<file path="src/rtl/mem_port_ctrl.sv">
// Memory port controller: one read/write at a time, byte-lane steering, watchdog abort.
// Latency: strobe the cycle after the request edge; done the cycle after mem_resp (min 2 cycles).
// Backpressure: requests are ignored while busy; control must hold or reissue them.
module mem_port_ctrl #(
    parameter int unsigned TIMEOUT_CYCLES = 255
) (
    input  logic        clk,
    input  logic        reset_n,
    input  logic        req_read,
    input  logic        req_write,
    input  logic        req_byte,
    input  logic [15:0] addr,
    input  logic [15:0] wdata,
    output logic [15:0] rdata,
    output logic        done,
    output logic        busy,
    output logic        timeout_err,
    output logic [15:0] mem_address,
    output logic [15:0] mem_wdata,
    output logic        mem_read,
    output logic        mem_write,
    output logic [1:0]  mem_byte_enable,
    input  logic [15:0] mem_rdata,
    input  logic        mem_resp
);

    typedef enum logic [1:0] {ST_IDLE, ST_READ, ST_WRITE, ST_DONE} state_t;

    localparam logic [15:0] WDOG_LAST = 16'(TIMEOUT_CYCLES - 1);

    state_t      state, state_nxt;
    logic [15:0] wdog, wdog_nxt;
    logic        byte_q, byte_nxt;
    logic        lane_q, lane_nxt;
    logic [15:0] rdata_nxt, mem_address_nxt, mem_wdata_nxt;
    logic        done_nxt, busy_nxt, timeout_err_nxt;
    logic        mem_read_nxt, mem_write_nxt;
    logic [1:0]  be_nxt;
    logic [15:0] rd_steered;

    always_comb begin
        rd_steered = mem_rdata;
        if (byte_q) begin
            rd_steered = lane_q ? {8'h00, mem_rdata[15:8]} : {8'h00, mem_rdata[7:0]};
        end
    end

    always_ff @(posedge clk or negedge reset_n) begin
        if (!reset_n) begin
            state           <= ST_IDLE;
            wdog            <= '0;
            byte_q          <= 1'b0;
            lane_q          <= 1'b0;
            rdata           <= '0;
            done            <= 1'b0;
            busy            <= 1'b0;
            timeout_err     <= 1'b0;
            mem_address     <= '0;
            mem_wdata       <= '0;
            mem_read        <= 1'b0;
            mem_write       <= 1'b0;
            mem_byte_enable <= 2'b00;
        end else begin
            state           <= state_nxt;
            wdog            <= wdog_nxt;
            byte_q          <= byte_nxt;
            lane_q          <= lane_nxt;
            rdata           <= rdata_nxt;
            done            <= done_nxt;
            busy            <= busy_nxt;
            timeout_err     <= timeout_err_nxt;
            mem_address     <= mem_address_nxt;
            mem_wdata       <= mem_wdata_nxt;
            mem_read        <= mem_read_nxt;
            mem_write       <= mem_write_nxt;
            mem_byte_enable <= be_nxt;
        end
    end

    always_comb begin
        state_nxt       = state;
        wdog_nxt        = wdog;
        byte_nxt        = byte_q;
        lane_nxt        = lane_q;
        rdata_nxt       = rdata;
        done_nxt        = 1'b0;
        busy_nxt        = busy;
        timeout_err_nxt = timeout_err;
        mem_address_nxt = mem_address;
        mem_wdata_nxt   = mem_wdata;
        mem_read_nxt    = mem_read;
        mem_write_nxt   = mem_write;
        be_nxt          = mem_byte_enable;

        unique case (state)
            ST_IDLE: begin
                if (req_read || req_write) begin
                    state_nxt       = req_read ? ST_READ : ST_WRITE;
                    mem_read_nxt    = req_read;
                    mem_write_nxt   = !req_read;
                    busy_nxt        = 1'b1;
                    wdog_nxt        = '0;
                    byte_nxt        = req_byte;
                    lane_nxt        = addr[0];
                    mem_address_nxt = {addr[15:1], 1'b0};
                    if (req_byte) begin
                        be_nxt        = addr[0] ? 2'b10 : 2'b01;
                        mem_wdata_nxt = {wdata[7:0], wdata[7:0]};
                    end else begin
                        be_nxt        = 2'b11;
                        mem_wdata_nxt = wdata;
                    end
                end
            end
            ST_READ, ST_WRITE: begin
                // A response on the expiry cycle still wins over the watchdog.
                if (mem_resp) begin
                    state_nxt     = ST_DONE;
                    done_nxt      = 1'b1;
                    mem_read_nxt  = 1'b0;
                    mem_write_nxt = 1'b0;
                    be_nxt        = 2'b00;
                    if (state == ST_READ) begin
                        rdata_nxt = rd_steered;
                    end
                end else if (wdog == WDOG_LAST) begin
                    state_nxt       = ST_DONE;
                    done_nxt        = 1'b1;
                    timeout_err_nxt = 1'b1;
                    mem_read_nxt    = 1'b0;
                    mem_write_nxt   = 1'b0;
                    be_nxt          = 2'b00;
                end else begin
                    wdog_nxt = wdog + 16'd1;
                end
            end
            ST_DONE: begin
                state_nxt = ST_IDLE;
                busy_nxt  = 1'b0;
                wdog_nxt  = '0;
                be_nxt    = 2'b00;
            end
            default: begin
                state_nxt = ST_IDLE;
            end
        endcase
    end

endmodule

</file>
<file path="config.mk">
export PLATFORM = sky130hd
export DESIGN_NAME = mem_port_ctrl
export DESIGN_NICKNAME = d
export VERILOG_FILES = /design/src/rtl/mem_port_ctrl.sv
export SDC_FILE = /design/constraint.sdc
export NUM_CORES = 1
export LEC_CHECK = 0
export CAP_MARGIN = 20
export CORE_MARGIN = 2
export CORE_UTILIZATION = 45
export DETAILED_ROUTE_END_ITERATION = 6
export PLACE_DENSITY = 0.86
export SYNTH_ARGS = -nofsm -noshare
export SYNTH_HDL_FRONTEND = slang
export SYNTH_SLANG_ARGS = --single-unit
</file>
<file path="constraint.sdc">
create_clock -name clk -period 3.8 [get_ports clk]
set_clock_uncertainty 0.05 [all_clocks]
set_input_delay 0.76 -clock clk [delete_from_list [all_inputs] [get_ports clk]]
set_output_delay 0.76 -clock clk [all_outputs]
set_load 0.02 [all_outputs]
</file>
==> run summary <==
The via density per instance came out at 5.29. The die span in x came out at 92.4 um. The floorplan has 32 rows.

The reg-to-reg critical path endpoint is wdog[11]. In the routed design, unresolved DRC markers number 0. The slew at the pin closest to its max-slew limit is 885 ps.

On the critical path, the stage with the largest delay is an instance of sky130_fd_sc_hd__nor3b_2. After detailed placement, the design holds a cell count of 520. The number of antenna violations at the first check in global routing was 0. The final critical path time including I/O delays and setup is 2620 ps.

Entering global routing, the biggest net connects 35 pins. The aggregate global routing overflow came out at 0. Routability-driven placement finished with a final weighted congestion of 0.826. The total die area is 8540 um^2. The core region is 7650 um^2. The vertical die dimension came out at 92.4 um. The endpoint type of the worst setup path is a register.

After detailed routing, the average wire length per cell comes to 15.3 um. The violation count after the first detailed-route iteration came out at 137. The delay contributed by the slowest stage of the critical path came out at 660 ps. The share of the synthesized area in compound gates (AO/OA/AOI/OAI) is 0.123. The endpoint arrival time on the critical path came out at 2800 ps. The area growth from synthesis to final layout is 39.8%. The max-slew violation count is 0. The number of cells on the worst reg-to-reg path is 7.

The initial core utilization is 0.460. The power density over the cells came out at 763 nW/um^2. Synthesis inferred 74 register bits.

The setup-violating endpoint count in the final report is 0. The non-filler instance count after layout came out at 536. In this run the worst path has a maximum fanout of 13. The cell family contributing the most delay on the critical path is buffers and inverters. The first-pass iteration count of the detailed router came out at 5.

The count of nets left with antenna violations after detail routing is 0. Of the synthesized area, sequential elements account for 0.527. The standby leakage power is 2.15 nW. The CTS sink count came out at 74. For this run, the share of the core covered by cells in the final layout is 0.643. In this run the worst hold path is classified as reg -> reg.

The fraction of the mapped netlist area in simple logic gates came out at 0.142. Yosys mapped the design onto 44 distinct sky130hd cell types. The setup check on the worst reg-to-reg path leaves a slack of 1300 ps. The number of instances resized during post-cts repair is 0.

The xor-xnor portion of the synthesized cell area came out at 0. The H-tree was split into 3 levels. For this block, the routed nets add up to 8.21 mm of wire. The clock passes through at most 2 buffers. The kind of launch point of the worst setup path is an input pin. IR analysis of the VDD net gives a maximum drop of 0.327 mV. The wire length of the first global-routing pass is 13.6 mm. By area, the combinational part of the netlist is dominated by multiplexers.

The number of buffers and inverters on the critical path came out at 2. The flow ran to the end, and the final reports show no timing, DRC or antenna violations. The fill cell instance count of the final layout is 599. The count of buffers inserted at the top-level ports came out at 107. The capture endpoint of the worst hold path is timeout_err. The warning count from the yosys run came out at 0. The required time of the critical path is 3980 ps. The top flip-flop cell by instance count after synthesis is sky130_fd_sc_hd__dfrtp_1. The share of synthesized area spent on multiplexers came out at 0.152.

The layout net count came out at 489. The critical path in this run is classified as in -> reg. The number of enable flip-flop cells after synthesis is 0. The quantity of hold-fixing buffers added after cts came out at 0. For this design the top-level I/O count stands at 109. In this run the clock root is driven by a sky130_fd_sc_hd__clkbuf_8. TritonCTS built the clock tree. After clock tree synthesis, the clock-pin slew on the worst setup and hold paths is 70 ps.

The setup TNS came out at 0 ps. At the later pin of the worst-skew pair, clock insertion delay measures 340 ps. The number of antenna cells inserted came out at 0.

The post-synthesis cell area is 3520 um^2. The adder and majority cell fraction of the synthesized area is 0.0213. The number of cells traversed by the worst hold path came out at 1. The final hold violation count is 0. The global-route total usage across every layer is 0.201. The HPWL reported at the end of detailed placement came out at 6.03 mm. Traced cell by cell, the critical path runs through clkdlybuf4s50_1 > nor3b_2 > buf_4 > nor2_1 > mux2_2 > a22o_1. The via count came out at 2,838. Once routing completed, OpenROAD measured the worst setup slack at 1180 ps. The gate count after technology mapping is 323. The via count of the first global-routing pass was 2,790. Setup repair after global routing left no endpoint under its margin. The worst slew slack as a fraction of its limit is 0.410. The maximum operating frequency is 382 MHz. The net count after synthesis is 383. The clock buffer count from CTS came out at 9. Max-cap violations in this run came to 0. The startpoint of the worst hold path is timeout_err. Dividing the final minimum period by the clock period gives 0.689.

In the final layout, the share of cells above drive strength 1 is 0.147. The source of the worst register-to-register timing path is state[0]. The post-place setup slack came out at 864 ps. In the synthesized netlist the async set-or-reset flop fraction comes to 1.00. The mean post-synth cell area is 10.9 um^2.

The buffer count from post-CTS setup fixing is 0.
kinds of logic after synthesis:
logic type | count (synthesis)
compound gates | 64
fa+ha+maj | 6
buf+inv | 31
flops | 74
mux | 50
other cells | 1
simple gates | 97
placed cells by master, fill, tap and decap left out, types with 3 or more instances in the layout:
cell                              instances
sky130_fd_sc_hd__o22ai_1                  3
sky130_fd_sc_hd__buf_4                    5
sky130_fd_sc_hd__nand2_1                 39
sky130_fd_sc_hd__o21ai_0                 28
sky130_fd_sc_hd__ha_1                     6
sky130_fd_sc_hd__clkinv_4                 3
sky130_fd_sc_hd__clkdlybuf4s50_1        106
sky130_fd_sc_hd__nor4_1                   3
sky130_fd_sc_hd__nand2b_1                 9
sky130_fd_sc_hd__a22o_1                   6
sky130_fd_sc_hd__inv_1                   14
sky130_fd_sc_hd__clkbuf_8                 9
sky130_fd_sc_hd__nor2_1                   9
sky130_fd_sc_hd__dfrtp_1                 74
sky130_fd_sc_hd__o211ai_1                 6
sky130_fd_sc_hd__nand3_1                 14
sky130_fd_sc_hd__nor3_1                   4
sky130_fd_sc_hd__mux2_2                  28
sky130_fd_sc_hd__nand3b_1                 4
sky130_fd_sc_hd__mux2i_1                 22
sky130_fd_sc_hd__a21oi_1                  5
worst register-to-register path: stages, from the launching register on:
cell and delay (ps):
sky130_fd_sc_hd__dfrtp_1 420, sky130_fd_sc_hd__inv_1 110, sky130_fd_sc_hd__ha_1 360, sky130_fd_sc_hd__nor3b_2 650, sky130_fd_sc_hd__buf_4 310, sky130_fd_sc_hd__nor2_1 50
sky130_fd_sc_hd__mux2_2 260, sky130_fd_sc_hd__a22o_1 170
layout make-up:
cell class                 instances  area, um^2  area share
clock buffer                      10         128      0.0260
clock inverter                     6        91.3      0.0186
inverter                          14        52.6      0.0107
multi-input combinational        218        1560       0.318
sequential                        74        1850       0.377
tap                              102         128      0.0260
timing repair buffer             112        1100       0.224
how the worst max path moves through the flow:
stage | cells after the start | slack, ps | to | from
finish | 6 | 1180 | wdog[11] | req_read
global route | 6 | 1110 | wdog[11] | req_read
CTS | 6 | 1210 | wdog[11] | req_read
detailed placement | 6 | 860 | wdog[11] | req_read
global placement | 6 | 960 | wdog[11] | req_read
floorplan | 5 | 1520 | mem_byte_enable[0] | wdog[12]
layer usage:
layer / wire length [um] / part of all wire / GRT usage / up-vias
met4: 77 / 0.0094 / 0.0597 / 0
met3: 474 / 0.058 / 0.0448 / 5
li1: - / - / - / 1363
met5: 0 / 0 / 0 / -
met1: 3600 / 0.44 / 0.259 / 1377
met2: 4060 / 0.49 / 0.338 / 93
power by group:
group / switching, mW / internal, mW
registers: 0.169 / 1.09
logic: 0.925 / 0.892
clock network: 0.300 / 0.372
total: 1.39 / 2.36
cell usage after synthesis, types with 3 or more instances:
master | count | share of area
sky130_fd_sc_hd__a21oi_1 | 5 | 0.0071
sky130_fd_sc_hd__a22o_1 | 6 | 0.015
sky130_fd_sc_hd__clkbuf_1 | 16 | 0.017
sky130_fd_sc_hd__dfrtp_1 | 74 | 0.53
sky130_fd_sc_hd__ha_1 | 6 | 0.021
sky130_fd_sc_hd__inv_1 | 14 | 0.015
sky130_fd_sc_hd__mux2_2 | 28 | 0.090
sky130_fd_sc_hd__mux2i_1 | 22 | 0.063
sky130_fd_sc_hd__nand2_1 | 39 | 0.042
sky130_fd_sc_hd__nand2b_1 | 9 | 0.016
sky130_fd_sc_hd__nand3_1 | 14 | 0.020
sky130_fd_sc_hd__nand3b_1 | 4 | 0.0085
sky130_fd_sc_hd__nor2_1 | 9 | 0.0096
sky130_fd_sc_hd__nor3_1 | 4 | 0.0057
sky130_fd_sc_hd__nor3b_1 | 3 | 0.0064
sky130_fd_sc_hd__nor4_1 | 3 | 0.0053
sky130_fd_sc_hd__o211ai_1 | 6 | 0.013
sky130_fd_sc_hd__o21ai_0 | 28 | 0.040
sky130_fd_sc_hd__o22ai_1 | 3 | 0.0053
sequential cells by signal (all words and copies together) (netlist names), 2 cells and up:
register,flops
mem_address,15
state,2
rdata,16
wdog,16
mem_byte_enable,2
mem_wdata,16
through the flow:
step                      instance area (um^2)  hold slack, ps  total power, mW
final                                     4920             423             3.75
after global routing                      4920             457             3.98
after CTS                                 4920             426             3.78
after detailed placement                  4700             409             3.11
after global placement                    4700             402             3.04
after floorplan                           3520             414             2.31
Note: power is estimated with default switching activity, not from simulation.
==> variant 1 (config.mk and constraints unchanged) <==
The output `done` loses its register stage (`done` becomes a continuous assignment). Comments in the files are not updated.
--- a/src/rtl/mem_port_ctrl.sv
+++ b/src/rtl/mem_port_ctrl.sv
@@ -53,5 +53,4 @@
             lane_q          <= 1'b0;
             rdata           <= '0;
-            done            <= 1'b0;
             busy            <= 1'b0;
             timeout_err     <= 1'b0;
@@ -67,5 +66,4 @@
             lane_q          <= lane_nxt;
             rdata           <= rdata_nxt;
-            done            <= done_nxt;
             busy            <= busy_nxt;
             timeout_err     <= timeout_err_nxt;
@@ -77,4 +75,6 @@
         end
     end
+
+    assign done = done_nxt;
 
     always_comb begin
Check against the original RTL: not equivalent (Yosys sat finds a counterexample within 4 cycles, from zero or initial values and one cycle with reset_n low).
==> variant 1 against the original RTL <==
  * Area after synthesis decreased by 0.71%
  * Critical path depth decreased by 1
  * Clock power increased by 14%
  * Worst setup slack got worse by 1100 ps
  * Wire length increased by 1.8%
  * Sequential cell count decreased by 1
  * Cell area increased by 0.41%
  * Total power increased by 2.6%
  * Critical path type is now flop to output port
  * Final cell count unchanged
==> variant 1: results (changes against the original RTL) <==
outcome:
  status: "finished clean"
worst_setup_path:
  critPathTopFamily: "simple AND/OR/NAND/NOR gates"
  reg2reg_depth: 5  # -2
  crit_path_end: "done"
  reg2reg_slack_ps: 1150  # -150 ps
  cp_slowest_cell: "clkdlybuf4s50_1"
  critPathMaxStageDelay_ps: 600  # -60 ps
  rr_endpoint: "mem_byte_enable[0]"
  cp-startpoint: "wdog[12]"
route:
  dr.pass1.iters: 4  # -1
  wl_per_cell_um: 15.6  # +1.8%
placed_design:
  gp_congestion: 0.896  # +8.5%
  dp_hpwl_mm: 5.74  # -4.8%
global_route:
  first_global_vias: 2897  # +3.8%
  grt_pass1_wl_mm: 13.8  # +1.0%
  grtUsageTotal: 0.202  # +0.00180
synthesis:
  synth_compound_area_frac: 0.124  # +0.000879
  synthAdderAreaFrac: 0.0215  # +0.000153
  synthTopCellsByArea: "dfrtp_1 52%, mux2_2 9.0%, mux2i_1 6.3%"
  synthMuxAreaShare: 0.153  # +0.00109
  synth_cells: 322  # -0.31%
  ys_seq_area_frac: 0.523  # -0.00339
min_path:
  hold_end: "rdata[5]"
  worstHoldStart: "rdata[5]"
  hold_depth: 2  # +1
power:
  leakage_uw: 0.00216  # +0.44%
timing:
  slew_headroom: 0.397  # -0.0131
==> variant 1: timing repair <==
action	in CTS	in global routing
setup endpoints to repair	0	1
hold buffers	0	0
resized for setup	0	0
setup buffers	0	3
==> variant 1: worst min-delay path: cells and delay by family, from the launching register on <==
| family | cells | cell delay (ps) |
|---|---|---|
| AOI/OAI and AO/OA | 1 | 60 |
| DFF | 1 | 340 |
| and+or+nand+nor | 1 | 40 |
==> variant 1: power breakdown <==
part | switching (uW) | internal (uW) | leakage (uW)
sequential | 172 | 1080 | 0.000920
clock | 290 | 474 | 0.000127
combinational | 934 | 901 | 0.00111
==> variant 1: metrics by stage <==
step	hold WS, ps	utilization	worst slack (ps)	total power (uW)	cell area [um2]
2_1_floorplan	414	-	1090	2290	3490
3_3_place_gp	413	0.613	452	3040	4660
3_5_place_dp	419	0.613	422	3110	4660
4_1_cts	440	0.646	28.5	3880	4910
5_1_grt	473	0.649	15.7	4070	4940
6_report	436	0.649	71.9	3850	4940
==> variant 1: cell type report <==
type / count / area, um2
Clock buffer: 12 / 155
Inverter: 14 / 52.6
Clock inverter: 4 / 98.8
Multi-Input combinational cell: 218 / 1560
Sequential cell: 73 / 1830
Fill cell: 580 / 2670
Tap cell: 102 / 128
Timing Repair Buffer: 113 / 1110
==> variant 1: metal layers <==
| layer | vias up | wire [um] | track usage |
|---|---|---|---|
| li1 | 1358 | - | - |
| met1 | 1360 | 3650 | 0.254 |
| met2 | 117 | 3960 | 0.341 |
| met3 | 15 | 605 | 0.0452 |
| met4 | 0 | 142 | 0.0796 |
| met5 | - | 0 | 0 |
==> variant 2 (same flow settings) <==
Without the edit above. Change the parameter `TIMEOUT_CYCLES` from 255 to 191.
--- a/src/rtl/mem_port_ctrl.sv
+++ b/src/rtl/mem_port_ctrl.sv
@@ -3,5 +3,5 @@
 // Backpressure: requests are ignored while busy; control must hold or reissue them.
 module mem_port_ctrl #(
-    parameter int unsigned TIMEOUT_CYCLES = 255
+    parameter int unsigned TIMEOUT_CYCLES = 191
 ) (
     input  logic        clk,
Behaviour: no difference found for any inputs over 10 cycles, from zero or initial values and one cycle with reset_n low; that may be too few to reach the edited logic, so the function may still have changed.
==> variant 2 against the original RTL <==
  * Area after synthesis up 1.7%
  * Non-clock buffer count down 3
  * Worst setup slack better by 200 ps
  * Sequential cell count unchanged
  * Via count up 1.0%
  * Global-route usage down 0.16 points
  * Worst hold slack better by 11 ps
  * Cell area up 0.61%
  * Wire length up 0.44%
  * Total power up 0.71%
  * Maximum frequency up 8.2%
  * First-iteration DRC count up 29%
  * Critical endpoint is now wdog[6]
==> variant 2: results (changes against the original RTL) <==
finish:
  num_antenna_cells: 0  # unchanged
  fin_nets: 489  # unchanged
  reg.largest.list: "mem_wdata: 16 flops, rdata: 16 flops, wdog: 16 flops"
  layout.cells.non_filler: 536  # unchanged
  layout-drive-gt1-share: 0.136  # -0.0115
timing:
  worst_hold_slack_ps: 434  # +11.2 ps
  slew_headroom: 0.400  # -0.0100
global_route:
  grt_pass1_wl_mm: 13.7  # +0.21%
  grtUsageTotal: 0.199  # -0.00164
  grt_antenna_before_repair: 0  # unchanged
  grt_max_degree: 75  # +110%
placed_design:
  dpl-instance-area_um2: 4720  # +0.48%
  io_buffers: 107  # unchanged
  gp_congestion: 0.868  # +5.0%
  dp.cells: 520  # unchanged
  pre_cts_ws_ps: 1170  # +310 ps
  dp_hpwl_mm: 5.82  # -3.5%
synthesis:
  synth_warnings: 0  # unchanged
  synthTopCellsByCount: "74 x dfrtp_1, 44 x nand2_1, 33 x o21ai_0, 24 x mux2_2, 23 x mux2i_1"
  synthTopCellsByArea: "dfrtp_1 52%, mux2_2 7.6%, mux2i_1 6.4%"
  ys_seq_area_frac: 0.518  # -0.00884
  avgSynthCellArea_um2: 10.9  # +0.46%
  async_flop_share: 1.00  # unchanged
  ys_types: 51  # +16%
  syn_nets: 387  # +1.0%
power:
  leakage_uw: 0.00212  # -1.6%
  vdd_drop_max_mv: 0.699  # +110%
min_path:
  hold_end: "rdata[15]"
  hp-class: "flop to flop"
  worstHoldStart: "rdata[15]"
  hold_depth: 2  # +1
route:
  drt_iter0_drc: 177  # +29%
  wl_per_cell_um: 15.4  # +0.44%
  dr.pass1.iters: 4  # -1
  vias: 2867  # +1.0%
  ant_nets: 0  # unchanged
worst_setup_path:
  rr_endpoint: "wdog[6]"
  critPathMaxFanout: 19  # +6
  critPathMaxStageDelay_ps: 720  # +60 ps
  critPathTopFamily: "adder cells"
  arrival_ps: 2650  # -150 ps
  path_class: "flop to flop"
  reg2reg_depth: 5  # -2
  cp_slowest_cell: "ha_1"
  timing.rr.start: "state[0]"
  reg2reg_slack_ps: 1380  # +80 ps
clock_network:
  numCtsBuffers: 9  # unchanged
  clk_latency_ps: 350
  htreeDepth: 3  # unchanged
  clk_pin_slew_ps: 80
  cts-root-buf: "clkbuf_8"
outcome:
  status: "finished clean"
## variant 2: layout make-up
class / instances / area (um2)
fill: 590 / 2780
sequential: 74 / 1850
multi-input combinational: 224 / 1620
timing repair buffer: 109 / 1080
clock buffer: 10 / 138
tap: 102 / 128
clock inverter: 6 / 88.8
inverter: 11 / 41.3
## variant 2: worst reg2reg max path: cells and delay by family (launching register included)
kind,cells,cell delay (ps)
compound gates,1,80
fa+ha+maj,1,720
buf+inv,2,520
flops,1,380
simple gates,1,600
## variant 2: report_power, final
part	switching (uW)	internal, uW	total, uW
clock network	301	389	690
registers	164	1090	1260
logic	951	879	1830
## variant 2: kinds of logic after synthesis
logic type | Yosys count | share of synthesized area
AND/OR/NAND/NOR | 108 | 0.172
flip-flops | 74 | 0.518
AO/OA/AOI/OAI | 61 | 0.111
multiplexers | 48 | 0.144
buffers and inverters | 29 | 0.0339
adder cells (fa/ha/maj) | 6 | 0.0210
other | 1 | 0.00105
## variant 2: per-layer routing
metal / part of all wire / track usage / wire length [um]
met2: 0.50 / 0.334 / 4140
met1: 0.41 / 0.242 / 3410
met4: 0.020 / 0.0858 / 163
met5: 0 / 0 / 0
met3: 0.065 / 0.0532 / 537
## variant 2: how the worst max path moves through the flow
stage                         from               to  slack, ps  cells past startpoint
after CTS                 state[0]          wdog[6]       1400                      5
final                     state[0]          wdog[6]       1380                      5
after global placement    mem_resp         wdog[11]       1270                      5
after detailed placement  mem_resp         wdog[13]       1170                      5
after floorplan           req_read  mem_address[14]       1930                      3
after global routing      state[0]          wdog[6]       1240                      5
